[src/rtl/fir_regs_pkg.sv]
// Shared register-map addresses, CTRL/STATUS bit positions and run-state
// encoding for the FIR register bank.
package fir_regs_pkg;

    localparam logic [5:0] ADDR_CTRL   = 6'h20;
    localparam logic [5:0] ADDR_STATUS = 6'h21;
    localparam logic [5:0] ADDR_NSAMP  = 6'h22;
    localparam logic [5:0] ADDR_SCNT   = 6'h23;
    localparam logic [5:0] ADDR_ID     = 6'h3F;

    localparam int CTRL_START  = 0;
    localparam int CTRL_ABORT  = 1;
    localparam int CTRL_IRQ_EN = 2;
    localparam int CTRL_CLR    = 3;

    localparam int STAT_BUSY   = 0;
    localparam int STAT_DONE   = 1;
    localparam int STAT_WR_ERR = 2;

    typedef enum logic [1:0] {
        IDLE = 2'd0,
        RUN  = 2'd1,
        DONE = 2'd2
    } state_t;

endpackage

[src/rtl/fir_coef_bank.sv]
// FIR coefficient storage: one bus write port and two registered read ports
// (bus side and datapath side). Out-of-range indices read as zero.
module fir_coef_bank #(
    parameter int N_TAPS = 32,
    parameter int DATA_W = 16
) (
    input  logic              clk,
    input  logic              rst_n,
    input  logic              wr_en,
    input  logic [4:0]        wr_addr,
    input  logic [DATA_W-1:0] wr_data,
    input  logic [4:0]        bus_addr,
    output logic [DATA_W-1:0] bus_data,
    input  logic [4:0]        dp_addr,
    output logic [DATA_W-1:0] dp_data
);

    logic [DATA_W-1:0] coef [N_TAPS];

    always_ff @(posedge clk or negedge rst_n) begin
        if (!rst_n) begin
            for (int i = 0; i < N_TAPS; i++) begin
                coef[i] <= '0;
            end
        end else if (wr_en && (int'(wr_addr) < N_TAPS)) begin
            coef[wr_addr] <= wr_data;
        end
    end

    always_ff @(posedge clk or negedge rst_n) begin
        if (!rst_n) begin
            bus_data <= '0;
            dp_data  <= '0;
        end else begin
            bus_data <= (int'(bus_addr) < N_TAPS) ? coef[bus_addr] : '0;
            dp_data  <= (int'(dp_addr)  < N_TAPS) ? coef[dp_addr]  : '0;
        end
    end

endmodule

[src/rtl/fir_reg_bank.sv]
// Register bank and run controller for the FIR datapath: bus decode,
// CTRL/STATUS/count registers, IDLE/RUN/DONE sequencing and read mux.
module fir_reg_bank
    import fir_regs_pkg::*;
#(
    parameter int                N_TAPS   = 32,
    parameter int                DATA_W   = 16,
    parameter int                ADDR_W   = 6,
    parameter logic [DATA_W-1:0] ID_VALUE = 16'hF1A0
) (
    input  logic              PCLK,
    input  logic              PRESETn,
    input  logic [ADDR_W-1:0] p_address,
    input  logic [DATA_W-1:0] p_data,
    input  logic              p_wr,
    output logic [DATA_W-1:0] p_data_back,
    input  logic [4:0]        coef_addr,
    output logic [DATA_W-1:0] coef_data,
    input  logic              fir_sample_strobe,
    output logic              fir_enable,
    output logic              fir_start,
    output logic              irq
);

    state_t            state;
    logic              irq_en;
    logic              done;
    logic              wr_err;
    logic [DATA_W-1:0] num_samples;
    logic [DATA_W-1:0] sample_cnt;

    logic              addr_is_coef;
    logic              wr_coef, wr_ctrl, wr_status, wr_nsamp;
    logic              busy;
    logic              start_req, abort_req, clr_req;
    logic              start_ok, start_bad;
    logic              strobe_hit;
    logic [DATA_W-1:0] cnt_inc;
    logic              err_set, done_set;
    logic              done_clr, err_clr;

    logic              rd_coef_sel;
    logic [DATA_W-1:0] rd_reg;
    logic [DATA_W-1:0] reg_rdata;
    logic [DATA_W-1:0] coef_bus_data;

    assign addr_is_coef = (p_address[ADDR_W-1] == 1'b0) && (int'(p_address[4:0]) < N_TAPS);
    assign wr_coef      = p_wr && addr_is_coef;
    assign wr_ctrl      = p_wr && (p_address == ADDR_CTRL);
    assign wr_status    = p_wr && (p_address == ADDR_STATUS);
    assign wr_nsamp     = p_wr && (p_address == ADDR_NSAMP);

    assign busy      = (state == RUN);
    assign start_req = wr_ctrl && p_data[CTRL_START];
    assign abort_req = wr_ctrl && p_data[CTRL_ABORT];
    assign clr_req   = wr_ctrl && p_data[CTRL_CLR];

    // A start is only honoured from IDLE with a non-zero run length; anything
    // else is flagged rather than silently lost.
    assign start_ok   = start_req && (state == IDLE) && (num_samples != '0);
    assign start_bad  = start_req && !start_ok;
    assign strobe_hit = busy && fir_sample_strobe && !abort_req;
    assign cnt_inc    = (sample_cnt == '1) ? sample_cnt : sample_cnt + 1'b1;

    assign err_set  = ((wr_coef || wr_nsamp) && busy) || start_bad;
    assign done_set = (state == DONE);
    assign done_clr = clr_req || (wr_status && p_data[STAT_DONE]);
    assign err_clr  = clr_req || (wr_status && p_data[STAT_WR_ERR]);

    assign irq = done && irq_en;

    fir_coef_bank #(
        .N_TAPS (N_TAPS),
        .DATA_W (DATA_W)
    ) u_coef_bank (
        .clk      (PCLK),
        .rst_n    (PRESETn),
        .wr_en    (wr_coef && !busy),
        .wr_addr  (p_address[4:0]),
        .wr_data  (p_data),
        .bus_addr (p_address[4:0]),
        .bus_data (coef_bus_data),
        .dp_addr  (coef_addr),
        .dp_data  (coef_data)
    );

    always_ff @(posedge PCLK or negedge PRESETn) begin
        if (!PRESETn) begin
            state      <= IDLE;
            fir_start  <= 1'b0;
            fir_enable <= 1'b0;
        end else begin
            fir_start <= 1'b0;
            case (state)
                IDLE: begin
                    if (start_ok) begin
                        state      <= RUN;
                        fir_start  <= 1'b1;
                        fir_enable <= 1'b1;
                    end
                end
                RUN: begin
                    if (abort_req) begin
                        state      <= IDLE;
                        fir_enable <= 1'b0;
                    end else if (strobe_hit && (cnt_inc == num_samples)) begin
                        state      <= DONE;
                        fir_enable <= 1'b0;
                    end
                end
                DONE: begin
                    state      <= IDLE;
                    fir_enable <= 1'b0;
                end
                default: begin
                    state      <= IDLE;
                    fir_enable <= 1'b0;
                end
            endcase
        end
    end

    // Sticky flags: a set in the same cycle as any clear always wins.
    always_ff @(posedge PCLK or negedge PRESETn) begin
        if (!PRESETn) begin
            irq_en      <= 1'b0;
            done        <= 1'b0;
            wr_err      <= 1'b0;
            num_samples <= '0;
            sample_cnt  <= '0;
        end else begin
            if (wr_ctrl) begin
                irq_en <= p_data[CTRL_IRQ_EN];
            end
            if (wr_nsamp && !busy) begin
                num_samples <= p_data;
            end

            if (done_set) begin
                done <= 1'b1;
            end else if (done_clr) begin
                done <= 1'b0;
            end

            if (err_set) begin
                wr_err <= 1'b1;
            end else if (err_clr) begin
                wr_err <= 1'b0;
            end

            if (start_ok) begin
                sample_cnt <= '0;
            end else if (strobe_hit) begin
                sample_cnt <= cnt_inc;
            end else if (clr_req) begin
                sample_cnt <= '0;
            end
        end
    end

    always_comb begin
        reg_rdata = '0;
        case (p_address)
            ADDR_CTRL:   reg_rdata[CTRL_IRQ_EN] = irq_en;
            ADDR_STATUS: begin
                reg_rdata[STAT_BUSY]   = busy;
                reg_rdata[STAT_DONE]   = done;
                reg_rdata[STAT_WR_ERR] = wr_err;
            end
            ADDR_NSAMP:  reg_rdata = num_samples;
            ADDR_SCNT:   reg_rdata = sample_cnt;
            ADDR_ID:     reg_rdata = ID_VALUE;
            default:     reg_rdata = '0;
        endcase
    end

    // Coefficient reads come back already registered from the bank, so only
    // the selection is delayed here to keep both paths at one cycle.
    always_ff @(posedge PCLK or negedge PRESETn) begin
        if (!PRESETn) begin
            rd_coef_sel <= 1'b0;
            rd_reg      <= '0;
        end else begin
            rd_coef_sel <= addr_is_coef;
            rd_reg      <= reg_rdata;
        end
    end

    assign p_data_back = rd_coef_sel ? coef_bus_data : rd_reg;

endmodule

[config.mk]
export PLATFORM = sky130hd
export DESIGN_NAME = fir_reg_bank
export DESIGN_NICKNAME = d
export VERILOG_FILES = /design/src/rtl/fir_regs_pkg.sv /design/src/rtl/fir_coef_bank.sv /design/src/rtl/fir_reg_bank.sv
export SDC_FILE = /design/constraint.sdc
export NUM_CORES = 1
export LEC_CHECK = 0
export CELL_PAD_IN_SITES_DETAIL_PLACEMENT = 0
export CELL_PAD_IN_SITES_GLOBAL_PLACEMENT = 1
export CORE_MARGIN = 5
export CORE_UTILIZATION = 45
export CTS_CLUSTER_DIAMETER = 200
export DETAILED_ROUTE_END_ITERATION = 10
export PLACE_DENSITY_LB_ADDON = 0.3
export RECOVER_POWER = 25
export SLEW_MARGIN = 0
export SYNTH_ARGS = -nofsm -noshare
export SYNTH_HDL_FRONTEND = slang
export SYNTH_HIERARCHICAL = 1
export SYNTH_SLANG_ARGS = --single-unit
[constraint.sdc]
create_clock -name PCLK -period 2.4 [get_ports PCLK]
set_clock_uncertainty 0.2 [all_clocks]
set_input_delay 0.48 -clock PCLK [delete_from_list [all_inputs] [get_ports PCLK]]
set_output_delay 0.48 -clock PCLK [all_outputs]
set_load 0.05 [all_outputs]
==> insert_results.sql, run 1 <==
INSERT INTO impl_metrics (metric_group, metric, value, unit) VALUES
('min_path', 'whs_path_depth', '6', ''),
('worst_setup_path', 'critical_path.max_stage_delay', '510', 'ps'),
('timing', 'max_slew.worst_pin.slew', '1630', 'ps'),
('cts', 'cts_tree', 'built', ''),
('cts', 'clock_insertion_delay_worst_skew', '620', 'ps'),
('detailed_routing', 'antenna_violating_nets_post_route', '0', ''),
('power', 'ir_drop', '0.668', 'mV'),
('logic_synthesis', 'synthesis.instances', '2668', ''),
('global_route', 'grtUsageTotal', '27.2', '%'),
('power', 'power.leakage', '19.7', 'nW'),
('logic_synthesis', 'syn-cell-area', '0.0325', 'mm²'),
('global_route', 'grt_start_max_net_pins', '79', ''),
('timing', 'report.final.slew_viol_count', '42', ''),
('worst_setup_path', 'rr_worst_depth', '9', ''),
('logic_synthesis', 'yosys_most_used_dff', 'sky130_fd_sc_hd__dfrtp_1', ''),
('timing', 'period_needed', '2620', 'ps'),
('worst_setup_path', 'worst_setup_path_start_kind', 'flop', ''),
('detailed_routing', 'pre_antenna_drt_iters', '5', ''),
('floorplanning', 'initial_utilization', '45.4', '%'),
('worst_setup_path', 'worst-path-max-fanout', '6', ''),
('timing', 'final-hold-violation-count', '0', ''),
('timing', 'fmax', '0.381', 'GHz'),
('floorplanning', 'floorplan.die.height', '279', 'µm'),
('detailed_routing', 'detail_route.wl_per_cell', '27.2', 'µm'),
('logic_synthesis', 'number_of_flops_mapped_to_enable_cells_by_yosys', '0', ''),
('logic_synthesis', 'post_synthesis_cell_type_count', '73', ''),
('worst_setup_path', 'r2r_slack', '-220', 'ps'),
('logic_synthesis', 'yosysSeqAreaShare', '46.1', '%'),
('worst_setup_path', 'timing.critical_path.cells', 'ha_4 > and3_4 > buf_6 > a311oi_2 > a41oi_1 > o2111ai_1 > or4_4 > nor4_4 > o21ai_1', ''),
('floorplanning', 'die_area', '0.0777', 'mm²'),
('global_route', 'grt_pass1_wl', '162', 'mm'),
('worst_setup_path', 'worstReg2RegStart', 'sample_cnt[0]', ''),
('power', 'p_per_area', '748', 'mW/mm²'),
('cts', 'max-clock-path-buffers', '3', ''),
('logic_synthesis', 'ys.warnings.count', '6', ''),
('place', 'place_worst_setup_slack', '-710', 'ps'),
('floorplanning', 'chipWidth', '279', 'µm'),
('worst_setup_path', 'worst_path_max_delay_cell', 'sky130_fd_sc_hd__or4_4', ''),
('worst_setup_path', 'critical_path_required', '2690', 'ps'),
('run', 'drv.max_cap_violation_count', '1', ''),
('global_route', 'grt_overflow', '0', ''),
('place', 'place.detailed.instances', '3838', ''),
('logic_synthesis', 'number_of_register_bits_inferred_by_synthesis', '599', ''),
('detailed_routing', 'vias', '24200', ''),
('layout', 'fin_nets', '3005', ''),
('timing', 'final-setup-viol-count', '21', ''),
('cts', 'htree_num_levels', '3', ''),
('logic_synthesis', 'postSynth.asyncResetShare', '100', '%'),
('worst_setup_path', 'end_kind', 'flop', ''),
('timing', 'worst_slew_margin_rel', '-8.53', '%'),
('layout', 'final_cell_mix', 'sky130_fd_sc_hd__dfrtp_1 (596), sky130_fd_sc_hd__mux2_2 (521), sky130_fd_sc_hd__mux2i_1 (513)', ''),
('layout', 'fin_util', '56.1', '%'),
('floorplanning', 'core_area', '0.0716', 'mm²'),
('floorplanning', 'placementRows', '98', ''),
('worst_setup_path', 'critPathArrivalTime', '2910', 'ps'),
('cts', 'cts.root.buffer_cell', 'sky130_fd_sc_hd__clkbuf_16', ''),
('layout', 'insertedDiodeCount', '0', ''),
('worst_setup_path', 'worstReg2RegEnd', 'fir_enable', ''),
('layout', 'area_delta_synth_final', '23.6', '%'),
('layout', 'layout-drive-gt1-share', '38.6', '%'),
('logic_synthesis', 'synth.net_count', '2700', ''),
('layout', 'layout.cells.most_common', 'sky130_fd_sc_hd__dfrtp_1', ''),
('outcome', 'failed_checks', 'capacitance limit, slew limit, setup timing', ''),
('timing', 'fin_crit_sh', '109', '%'),
('layout', 'fillCellCount', '6046', ''),
('layout', 'largest-register', 'u_coef_bank/coef', ''),
('detailed_routing', 'detail_route.wirelength', '108', 'mm'),
('place', 'place_congestion', '0.920', ''),
('timing', 'setup_slack', '-223', 'ps'),
('outcome', 'run_status', 'finished, violations left', ''),
('detailed_routing', 'detail_route.drc_violations', '0', '');
==> synthesized netlist by cell type, types with 3 or more instances <==
cell type                  instances  area [µm²]
sky130_fd_sc_hd__mux2_1            9         101
sky130_fd_sc_hd__a311oi_1          3        26.3
sky130_fd_sc_hd__nor2_2            3        18.8
sky130_fd_sc_hd__a21oi_1          82         410
sky130_fd_sc_hd__and4_1            4        35.0
sky130_fd_sc_hd__nor2b_1          10        62.6
sky130_fd_sc_hd__a22oi_1         130         976
sky130_fd_sc_hd__a41oi_1           4        35.0
sky130_fd_sc_hd__nand3_1          78         390
sky130_fd_sc_hd__inv_1             8        30.0
sky130_fd_sc_hd__nand3b_2          4        45.0
sky130_fd_sc_hd__nor2_1           29         109
sky130_fd_sc_hd__nor3_1           37         185
sky130_fd_sc_hd__buf_1             7        26.3
sky130_fd_sc_hd__and3_1            5        31.3
sky130_fd_sc_hd__buf_6            10         113
sky130_fd_sc_hd__xnor2_1           7        61.3
sky130_fd_sc_hd__mux2i_1         513        5130
sky130_fd_sc_hd__buf_2            91         455
sky130_fd_sc_hd__nor3b_2           4        50.1
sky130_fd_sc_hd__o31ai_1           4        30.0
sky130_fd_sc_hd__clkbuf_1         98         368
sky130_fd_sc_hd__xor2_1            6        52.6
sky130_fd_sc_hd__a221o_1           7        70.1
sky130_fd_sc_hd__nor2_8            4        80.1
sky130_fd_sc_hd__nand2_2          16         100
sky130_fd_sc_hd__a31oi_1          39         244
sky130_fd_sc_hd__dfrtp_1         599       15000
sky130_fd_sc_hd__mux2_2          537        6050
sky130_fd_sc_hd__and2_1            6        37.5
sky130_fd_sc_hd__buf_4            40         300
sky130_fd_sc_hd__nand2_1          80         300
sky130_fd_sc_hd__nor4_1            4        25.0
sky130_fd_sc_hd__nand4_2           3        37.5
sky130_fd_sc_hd__nand4_1          44         275
sky130_fd_sc_hd__o21ai_1           5        25.0
sky130_fd_sc_hd__nor2_4           10         113
sky130_fd_sc_hd__nand2b_1          6        37.5
sky130_fd_sc_hd__a22o_1           72         631
sky130_fd_sc_hd__o21ai_0          12        60.1
==> critical path, delay by kind of cell, from the launching register on <==
family | cells | cell delay, ps
AND/OR/NAND/NOR | 3 | 1120
AO/OA/AOI/OAI | 4 | 480
flip-flops | 1 | 390
adder cells (fa/ha/maj) | 1 | 160
buffers and inverters | 1 | 120
==> what timing repair did <==
item | in CTS | in global routing
hold endpoints to repair | 44 | 0
gates resized for setup | 49 | 41
pin swaps | 6 | 7
hold buffers | 1 | 0
buffers inserted | 8 | 4
gates cloned | 1 | 0
endpoints found under the setup margin | 35 | 65
==> report_power, final <==
group | total, mW | switching [mW] | leakage [nW] | internal [mW]
registers | 12.9 | 1.23 | 8.08 | 11.7
clock network | 10.8 | 4.39 | 1.14 | 6.44
logic | 6.36 | 3.20 | 10.4 | 3.15
total | 30.1 | 8.83 | 19.7 | 21.2
==> routing by layer <==
| layer | global-route usage [%] | wire length (µm) | part of all wire [%] |
|---|---|---|---|
| met2 | 42.9 | 49300 | 46 |
| met4 | 10.4 | 4770 | 4.4 |
| met5 | 0 | 13 | 0.012 |
| met1 | 37.8 | 47500 | 44 |
| met3 | 4.81 | 6570 | 6.1 |
==> cell type report <==
class,instances,area (µm²),share of cell area [%]
repair buffers,478,5200,12.9
flip-flops and latches,599,15000,37.3
inverters,8,30.0,0.0747
well taps,950,1190,2.96
clock inverters,26,285,0.710
clock buffers,101,2030,5.05
multi-input cells,1815,16500,40.9
==> kinds of logic (layout without fill, tap and decap cells) <==
group	after synthesis	after routing	share of synthesized area [%]
mux	1060	1060	34.8
compound gates	374	374	8.18
flops	599	599	46.1
buf+inv	254	613	3.97
xor+xnor	13	13	0.350
simple gates	367	367	6.59
fa+ha+maj	1	1	0.0385
==> metrics by stage <==
step                cell area [µm²]  setup TNS [ps]  power (mW)
floorplan                     32600            -731        16.7
global placement              37600         -263610        19.0
detailed placement            37600         -251280        19.3
CTS                           40100           -1900        30.2
global route                  40200          -12750        31.4
finish                        40200            -574        30.1
==> worst max path at each step <==
stage / end / startpoint / depth (start not counted) / slack, ps
finish: fir_enable / sample_cnt[0] / 9 / -220
CTS: fir_enable / sample_cnt[0] / 9 / -260
global route: fir_enable / sample_cnt[5] / 8 / -300
detailed placement: u_coef_bank/bus_data[12] / p_address[2] / 9 / -710
global placement: u_coef_bank/bus_data[12] / p_address[2] / 9 / -730
floorplan: sample_cnt[10] / p_address[3] / 8 / -90
(Power assumes the default switching activity.)
==> run 2: changes to the inputs <==
--- a/config.mk
+++ b/config.mk
@@ -8,7 +8,7 @@
 export CELL_PAD_IN_SITES_DETAIL_PLACEMENT = 0
 export CELL_PAD_IN_SITES_GLOBAL_PLACEMENT = 1
 export CORE_MARGIN = 5
-export CORE_UTILIZATION = 45
+export CORE_UTILIZATION = 30
 export CTS_CLUSTER_DIAMETER = 200
 export DETAILED_ROUTE_END_ITERATION = 10
 export PLACE_DENSITY_LB_ADDON = 0.3
==> run 2 against run 1 <==
Compared with the run above:
- design area up 1.5%
- combinational power barely moved
- setup slack got worse by 49 ps
- the flow finishes with violations (setup timing)
- clock-buffer cell count is 2 lower
- register-to-register slack lost 50 ps
- sequential cell count unchanged
- sequential share of layout area is 0.56 points lower
- via count decreased by 1.2%
- first-iteration DRC count is 18% lower
- wire length up 6.4%
- global-route usage down 7.6 points
==> insert_results.sql, run 2 (synthesis results as in run 1) <==
INSERT INTO impl_metrics (metric_group, metric, value, unit) VALUES
('floorplanning', 'floorplan.die.height', '339', 'µm'),
('outcome', 'run_status', 'finished, violations left', ''),
('timing', 'fmax', '0.374', 'GHz'),
('global_route', 'grt_overflow', '0', ''),
('timing', 'report.final.slew_viol_count', '0', ''),
('timing', 'final-setup-viol-count', '2', ''),
('run', 'drv.max_cap_violation_count', '0', ''),
('min_path', 'min-delay-path-class', 'input pin to flop', ''),
('power', 'power.leakage', '19.7', 'nW'),
('global_route', 'grt_start_max_net_pins', '76', ''),
('cts', 'cts_tree', 'built', ''),
('worst_setup_path', 'critical_path_required', '2710', 'ps'),
('worst_setup_path', 'critPathArrivalTime', '2980', 'ps'),
('floorplanning', 'initial_utilization', '30.3', '%'),
('timing', 'final-hold-violation-count', '0', ''),
('worst_setup_path', 'worst-path-max-fanout', '4', ''),
('cts', 'clock-sinks', '599', ''),
('timing', 'rsz0062_at_grt', 'yes', ''),
('floorplanning', 'core_area', '0.107', 'mm²'),
('timing', 'fin_crit_sh', '111', '%'),
('place', 'place.detailed.instances', '4317', ''),
('worst_setup_path', 'worst_path_max_delay_cell', 'sky130_fd_sc_hd__a2111o_1', ''),
('layout', 'insertedDiodeCount', '0', ''),
('global_route', 'initial_antenna_violation_count', '3', ''),
('layout', 'largest_reg_flops', '512', ''),
('timing', 'fin_tns_setup', '-425', 'ps'),
('worst_setup_path', 'timing.critical_path.cells', 'and2_1 > and2_1 > buf_4 > a31oi_1 > buf_4 > a311oi_1 > a2111o_1 > nor4_4 > o21ai_1', ''),
('worst_setup_path', 'worst_setup_path_start_kind', 'flop', ''),
('global_route', 'grt_pass1_vias', '25400', ''),
('place', 'post-dp-hpwl', '82.2', 'mm'),
('worst_setup_path', 'worstReg2RegStart', 'sample_cnt[13]', ''),
('cts', 'cts_made_buffers', '74', ''),
('detailed_routing', 'detail_route.wirelength', '115', 'mm'),
('global_route', 'grt_pass1_wl', '172', 'mm'),
('place', 'place_congestion', '0.876', ''),
('place', 'numPortBuffers', '65', ''),
('layout', 'layoutNonFillerInstCount', '4455', ''),
('worst_setup_path', 'rr_worst_depth', '9', ''),
('timing', 'period_needed', '2670', 'ps'),
('detailed_routing', 'detail_route.wl_per_cell', '25.8', 'µm'),
('cts', 'clock_insertion_delay_worst_skew', '640', 'ps'),
('power', 'p_per_area', '749', 'mW/mm²'),
('worst_setup_path', 'r2r_slack', '-270', 'ps'),
('outcome', 'failed_checks', 'setup timing', ''),
('detailed_routing', 'detail_route.drc_violations', '0', ''),
('worst_setup_path', 'worstReg2RegEnd', 'fir_enable', ''),
('layout', 'largest-register', 'u_coef_bank/coef', ''),
('timing', 'max_slew.worst_pin.slew', '1190', 'ps'),
('detailed_routing', 'avgViaCountPerCell', '5.36', ''),
('global_route', 'grtUsageTotal', '19.6', '%'),
('cts', 'cts.root.buffer_cell', 'sky130_fd_sc_hd__clkbuf_16', ''),
('power', 'ir_drop', '0.416', 'mV'),
('detailed_routing', 'first_iter_violations', '1533', ''),
('cts', 'clk_transition_reported_paths', '60', 'ps'),
('cts', 'max-clock-path-buffers', '3', ''),
('layout', 'final_cell_mix', 'sky130_fd_sc_hd__dfrtp_1 (597), sky130_fd_sc_hd__mux2_2 (523), sky130_fd_sc_hd__mux2i_1 (513)', ''),
('worst_setup_path', 'critical_path.max_stage_delay', '440', 'ps'),
('floorplanning', 'io_pins', '66', ''),
('cts', 'htree_num_levels', '3', ''),
('timing', 'worst_slew_margin_rel', '20.8', '%'),
('layout', 'area_delta_synth_final', '25.5', '%'),
('floorplanning', 'die_area', '0.115', 'mm²'),
('detailed_routing', 'antenna_violating_nets_post_route', '0', ''),
('floorplanning', 'placementRows', '120', ''),
('power', 'final_total_pwr', '30.5', 'mW'),
('worst_setup_path', 'crit_start', 'sample_cnt[13]', ''),
('detailed_routing', 'vias', '23900', ''),
('worst_setup_path', 'critical_path.endpoint', 'fir_enable', ''),
('floorplanning', 'chipWidth', '339', 'µm'),
('worst_setup_path', 'worstSetupPathType', 'flop to flop', ''),
('layout', 'layout.cells.most_common', 'sky130_fd_sc_hd__dfrtp_1', ''),
('worst_setup_path', 'end_kind', 'flop', ''),
('detailed_routing', 'pre_antenna_drt_iters', '5', ''),
('layout', 'layout-drive-gt1-share', '39.4', '%'),
('layout', 'fin_nets', '3030', ''),
('timing', 'setup_slack', '-273', 'ps');
run 2: cell count changes in the layout (fill, tap and decap cells not counted), moves of 4 or more:
cell / before / now
sky130_fd_sc_hd__dlygate4sd2_1: 19 / 11
sky130_fd_sc_hd__buf_8: 13 / 3
sky130_fd_sc_hd__buf_4: 290 / 329
sky130_fd_sc_hd__nand3_2: 6 / 2
sky130_fd_sc_hd__clkbuf_1: 17 / 13
sky130_fd_sc_hd__buf_6: 12 / 21
sky130_fd_sc_hd__clkinvlp_4: 3 / 7
sky130_fd_sc_hd__buf_12: 111 / 97
run 2: what timing repair did:
item | 4_1_cts | 5_1_grt
gates resized for setup | 57 | 9
gates cloned | 1 | 0
pin swaps | 8 | 4
hold buffers | 1 | 0
buffers inserted | 5 | 3
endpoints found under the hold margin | 337 | 0
setup endpoints to repair | 44 | 49
run 2: cell type report:
cell class                      count  area (µm²)
Clock buffer                       99        2100
Clock inverter                     31         343
Fill cell                       10200       66600
Inverter                            8        30.0
Multi-Input combinational cell   1815       16400
Sequential cell                   599       15000
Tap cell                         1403        1760
Timing Repair Buffer              500        5140
run 2: metal layers:
metal / wire, µm / up-vias / GRT usage (%) / share of wire (%)
met5: 0 / - / 0 / 0
met4: 3710 / 0 / 6.73 / 3.2
met3: 5380 / 212 / 2.68 / 4.7
met2: 54400 / 676 / 32.3 / 47
met1: 51600 / 12400 / 26.5 / 45
li1: - / 10600 / - / -
run 2: metrics by stage:
step	hold WS (ps)	worst slack [ps]	instance area, µm²	utilization (%)
floorplan	-15.6	-90.7	32600	-
CTS	78.4	-256	40800	38.1
finish	121	-273	40800	38.0
global route	118	-401	40800	38.0
global placement	206	-820	38200	35.6
detailed placement	205	-786	38200	35.6
run 2: report_power, final:
group / switching, mW / internal (mW)
Combinational: 3.17 / 3.15
Sequential: 1.24 / 11.7
Clock: 4.63 / 6.69
run 2: worst max-delay path, delay by kind of cell, from the launching register on:
family          cells  cell delay [ps]
buf+inv             2              330
flops               1              430
compound gates      4              890
simple gates        3              710
run 2: worst min-delay path by stage:
stage                 startpoint         to  slack (ps)  depth (start not counted)
finish              p_address[3]  rd_reg[2]         120                          4
global route        p_address[4]  rd_reg[2]         120                          4
CTS                 p_address[3]  rd_reg[2]          80                          4
detailed placement       PRESETn  fir_start         200                          1
global placement         PRESETn  fir_start         210                          1
floorplan                PRESETn       done         -20                          0
==> run 3: changes to the inputs <==
--- a/config.mk
+++ b/config.mk
@@ -7,12 +7,13 @@
 export LEC_CHECK = 0
 export CELL_PAD_IN_SITES_DETAIL_PLACEMENT = 0
 export CELL_PAD_IN_SITES_GLOBAL_PLACEMENT = 1
-export CORE_MARGIN = 5
+export CORE_MARGIN = 3
 export CORE_UTILIZATION = 30
 export CTS_CLUSTER_DIAMETER = 200
 export DETAILED_ROUTE_END_ITERATION = 10
 export PLACE_DENSITY_LB_ADDON = 0.3
 export RECOVER_POWER = 25
+export SKIP_LAST_GASP = 1
 export SLEW_MARGIN = 0
 export SYNTH_ARGS = -nofsm -noshare
 export SYNTH_HDL_FRONTEND = slang
==> run 3 against run 2 <==
Compared with the run above:
- the flow still finishes with violations (setup timing)
- power up 1.1%
- clock-buffer cell count down 1
- register-to-register slack better by 120 ps
- fmax up 4.7%
- via count up 1.0%
- design area up 0.48%
- clock power about the same
==> insert_results.sql, run 3 (synthesis results as in run 1) <==
INSERT INTO impl_metrics (metric_group, metric, value, unit) VALUES
('outcome', 'run_status', 'finished, violations left', ''),
('outcome', 'failed_checks', 'setup timing', ''),
('timing', 'fmax', '0.392', 'GHz'),
('timing', 'fin_crit_sh', '106', '%'),
('worst_setup_path', 'rr_worst_depth', '9', ''),
('timing', 'max_slew.worst_pin.slew', '1130', 'ps'),
('layout', 'fin_nets', '3038', ''),
('power', 'ir_drop', '0.415', 'mV'),
('layout', 'fin_util', '38.2', '%'),
('floorplanning', 'initial_utilization', '30.3', '%'),
('worst_setup_path', 'crit_buf_inv', '1', ''),
('timing', 'period_needed', '2550', 'ps'),
('min_path', 'whs_endpoint', 'rd_coef_sel', ''),
('layout', 'layout.cells.most_common', 'sky130_fd_sc_hd__dfrtp_1', ''),
('global_route', 'grt_start_max_net_pins', '82', ''),
('timing', 'setup_slack', '-153', 'ps'),
('timing', 'fin_tns_setup', '-201', 'ps'),
('min_path', 'min-delay-path-class', 'input pin to flop', ''),
('layout', 'layoutNonFillerInstCount', '4460', ''),
('power', 'p_per_area', '753', 'mW/mm²'),
('detailed_routing', 'pre_antenna_drt_iters', '7', ''),
('worst_setup_path', 'timing.critical_path.cells', 'ha_4 > and3_4 > buf_4 > a311oi_1 > a41oi_1 > o2111ai_1 > or4_4 > nor4_4 > o21ai_1', ''),
('detailed_routing', 'antenna_violating_nets_post_route', '0', ''),
('floorplanning', 'die_area', '0.112', 'mm²'),
('floorplanning', 'core_area', '0.107', 'mm²'),
('cts', 'cts_made_buffers', '72', ''),
('worst_setup_path', 'worstReg2RegEnd', 'fir_enable', ''),
('timing', 'final-hold-violation-count', '0', ''),
('worst_setup_path', 'worst-path-max-fanout', '5', ''),
('timing', 'rsz0062_at_grt', 'yes', ''),
('worst_setup_path', 'worst_path_max_delay_cell', 'sky130_fd_sc_hd__or4_4', ''),
('detailed_routing', 'detail_route.wl_per_cell', '26.4', 'µm'),
('global_route', 'grtUsageTotal', '20.6', '%'),
('detailed_routing', 'detail_route.drc_violations', '0', ''),
('place', 'post-dp-hpwl', '83.3', 'mm'),
('worst_setup_path', 'critPathArrivalTime', '2840', 'ps'),
('floorplanning', 'io_pins', '66', ''),
('place', 'place_congestion', '0.884', ''),
('timing', 'report.final.slew_viol_count', '0', ''),
('timing', 'final-setup-viol-count', '2', ''),
('worst_setup_path', 'worst_setup_path_start_kind', 'flop', ''),
('detailed_routing', 'detail_route.wirelength', '118', 'mm'),
('worst_setup_path', 'worstReg2RegStart', 'sample_cnt[1]', ''),
('global_route', 'grt_pass1_wl', '174', 'mm'),
('cts', 'max-clock-path-buffers', '3', ''),
('layout', 'area_delta_synth_final', '26.1', '%'),
('cts', 'clock_insertion_delay_worst_skew', '620', 'ps'),
('place', 'place.detailed.instances', '4313', ''),
('run', 'drv.max_cap_violation_count', '0', ''),
('layout', 'final_cell_mix', 'sky130_fd_sc_hd__dfrtp_1 (597), sky130_fd_sc_hd__mux2_2 (536), sky130_fd_sc_hd__mux2i_1 (513)', ''),
('layout', 'multi_input_comb_area', '0.0165', 'mm²'),
('worst_setup_path', 'crit_family', 'simple AND/OR/NAND/NOR gates', ''),
('worst_setup_path', 'r2r_slack', '-150', 'ps'),
('worst_setup_path', 'worstSetupPathType', 'flop to flop', ''),
('cts', 'clock-sinks', '599', ''),
('layout', 'layout-drive-gt1-share', '39.7', '%'),
('cts', 'clk_transition_reported_paths', '60', 'ps'),
('layout', 'fillCellCount', '10200', ''),
('floorplanning', 'floorplan.die.height', '335', 'µm'),
('layout', 'largest-register', 'u_coef_bank/coef', ''),
('power', 'power.leakage', '19.9', 'nW'),
('detailed_routing', 'vias', '24100', ''),
('cts', 'cts_tree', 'built', ''),
('place', 'numPortBuffers', '65', ''),
('cts', 'cts.root.buffer_cell', 'sky130_fd_sc_hd__clkbuf_16', ''),
('cts', 'htree_num_levels', '3', ''),
('min_path', 'whs_path_depth', '3', ''),
('worst_setup_path', 'critical_path.max_stage_delay', '470', 'ps'),
('floorplanning', 'placementRows', '120', ''),
('global_route', 'grt_pass1_vias', '25500', ''),
('detailed_routing', 'first_iter_violations', '1653', ''),
('layout', 'largest_reg_flops', '512', ''),
('global_route', 'initial_antenna_violation_count', '6', ''),
('detailed_routing', 'avgViaCountPerCell', '5.41', ''),
('min_path', 'timing.hold.worst.start', 'p_address[5]', ''),
('worst_setup_path', 'critical_path_required', '2690', 'ps'),
('global_route', 'grt_overflow', '0', ''),
('floorplanning', 'chipWidth', '335', 'µm'),
('timing', 'worst_slew_margin_rel', '24.5', '%'),
('layout', 'register_area', '0.0150', 'mm²'),
('worst_setup_path', 'critical_path_cell_count', '9', ''),
('worst_setup_path', 'end_kind', 'flop', '');
-- run 3: layout make-up --
class | count | share of cell area (%)
diodes | 1 | 0.00610
clock buffers | 98 | 5.13
clock inverters | 26 | 0.971
inverters | 8 | 0.0733
multi-input cells | 1816 | 40.3
flip-flops and latches | 599 | 36.6
well taps | 1403 | 4.28
repair buffers | 509 | 12.7
-- run 3: worst min-delay path, cell delays in order --
cell	delay, ps
sky130_fd_sc_hd__clkbuf_1	130
sky130_fd_sc_hd__inv_1	90
sky130_fd_sc_hd__buf_4	110
-- run 3: metrics by stage --
step	total power [mW]	hold WS, ps	worst slack [ps]	cell area [µm²]
final	30.9	40.2	-153	41000
after detailed placement	19.3	202	-956	38200
after CTS	31.1	142	-189	40800
after global placement	19.1	197	-921	38200
after floorplan	16.7	-15.6	-90.7	32600
after global routing	32.3	72.3	-248	41000
-- run 3: worst max path at each step --
stage | end | slack [ps] | start
after global routing | fir_enable | -250 | sample_cnt[1]
after global placement | u_coef_bank/bus_data[15] | -920 | p_address[2]
after CTS | fir_enable | -190 | sample_cnt[1]
final | fir_enable | -150 | sample_cnt[1]
after floorplan | sample_cnt[10] | -90 | p_address[3]
after detailed placement | u_coef_bank/bus_data[15] | -960 | p_address[2]
-- run 3: what timing repair did --
item | 4_1_cts | 5_1_grt
hold buffers | 1 | 0
setup buffers | 5 | 14
endpoints found under the hold margin | 209 | 0
pin swaps | 7 | 6
gates resized for setup | 33 | 34
endpoints found under the setup margin | 52 | 113
gates cloned | 0 | 2
-- run 3: routing by layer --
layer	global-route usage, %	vias up	routed length, µm
li1	-	10600	-
met1	28.4	12600	53800
met2	33.9	668	55300
met3	2.49	187	4980
met4	6.35	0	3430
met5	0	-	0
-- run 3: power breakdown --
group / internal (mW) / total [mW] / switching, mW
Combinational: 3.15 / 6.37 / 3.22
Clock: 7.19 / 11.6 / 4.44
Sequential: 11.7 / 12.9 / 1.22
Total: 22.0 / 30.9 / 8.89
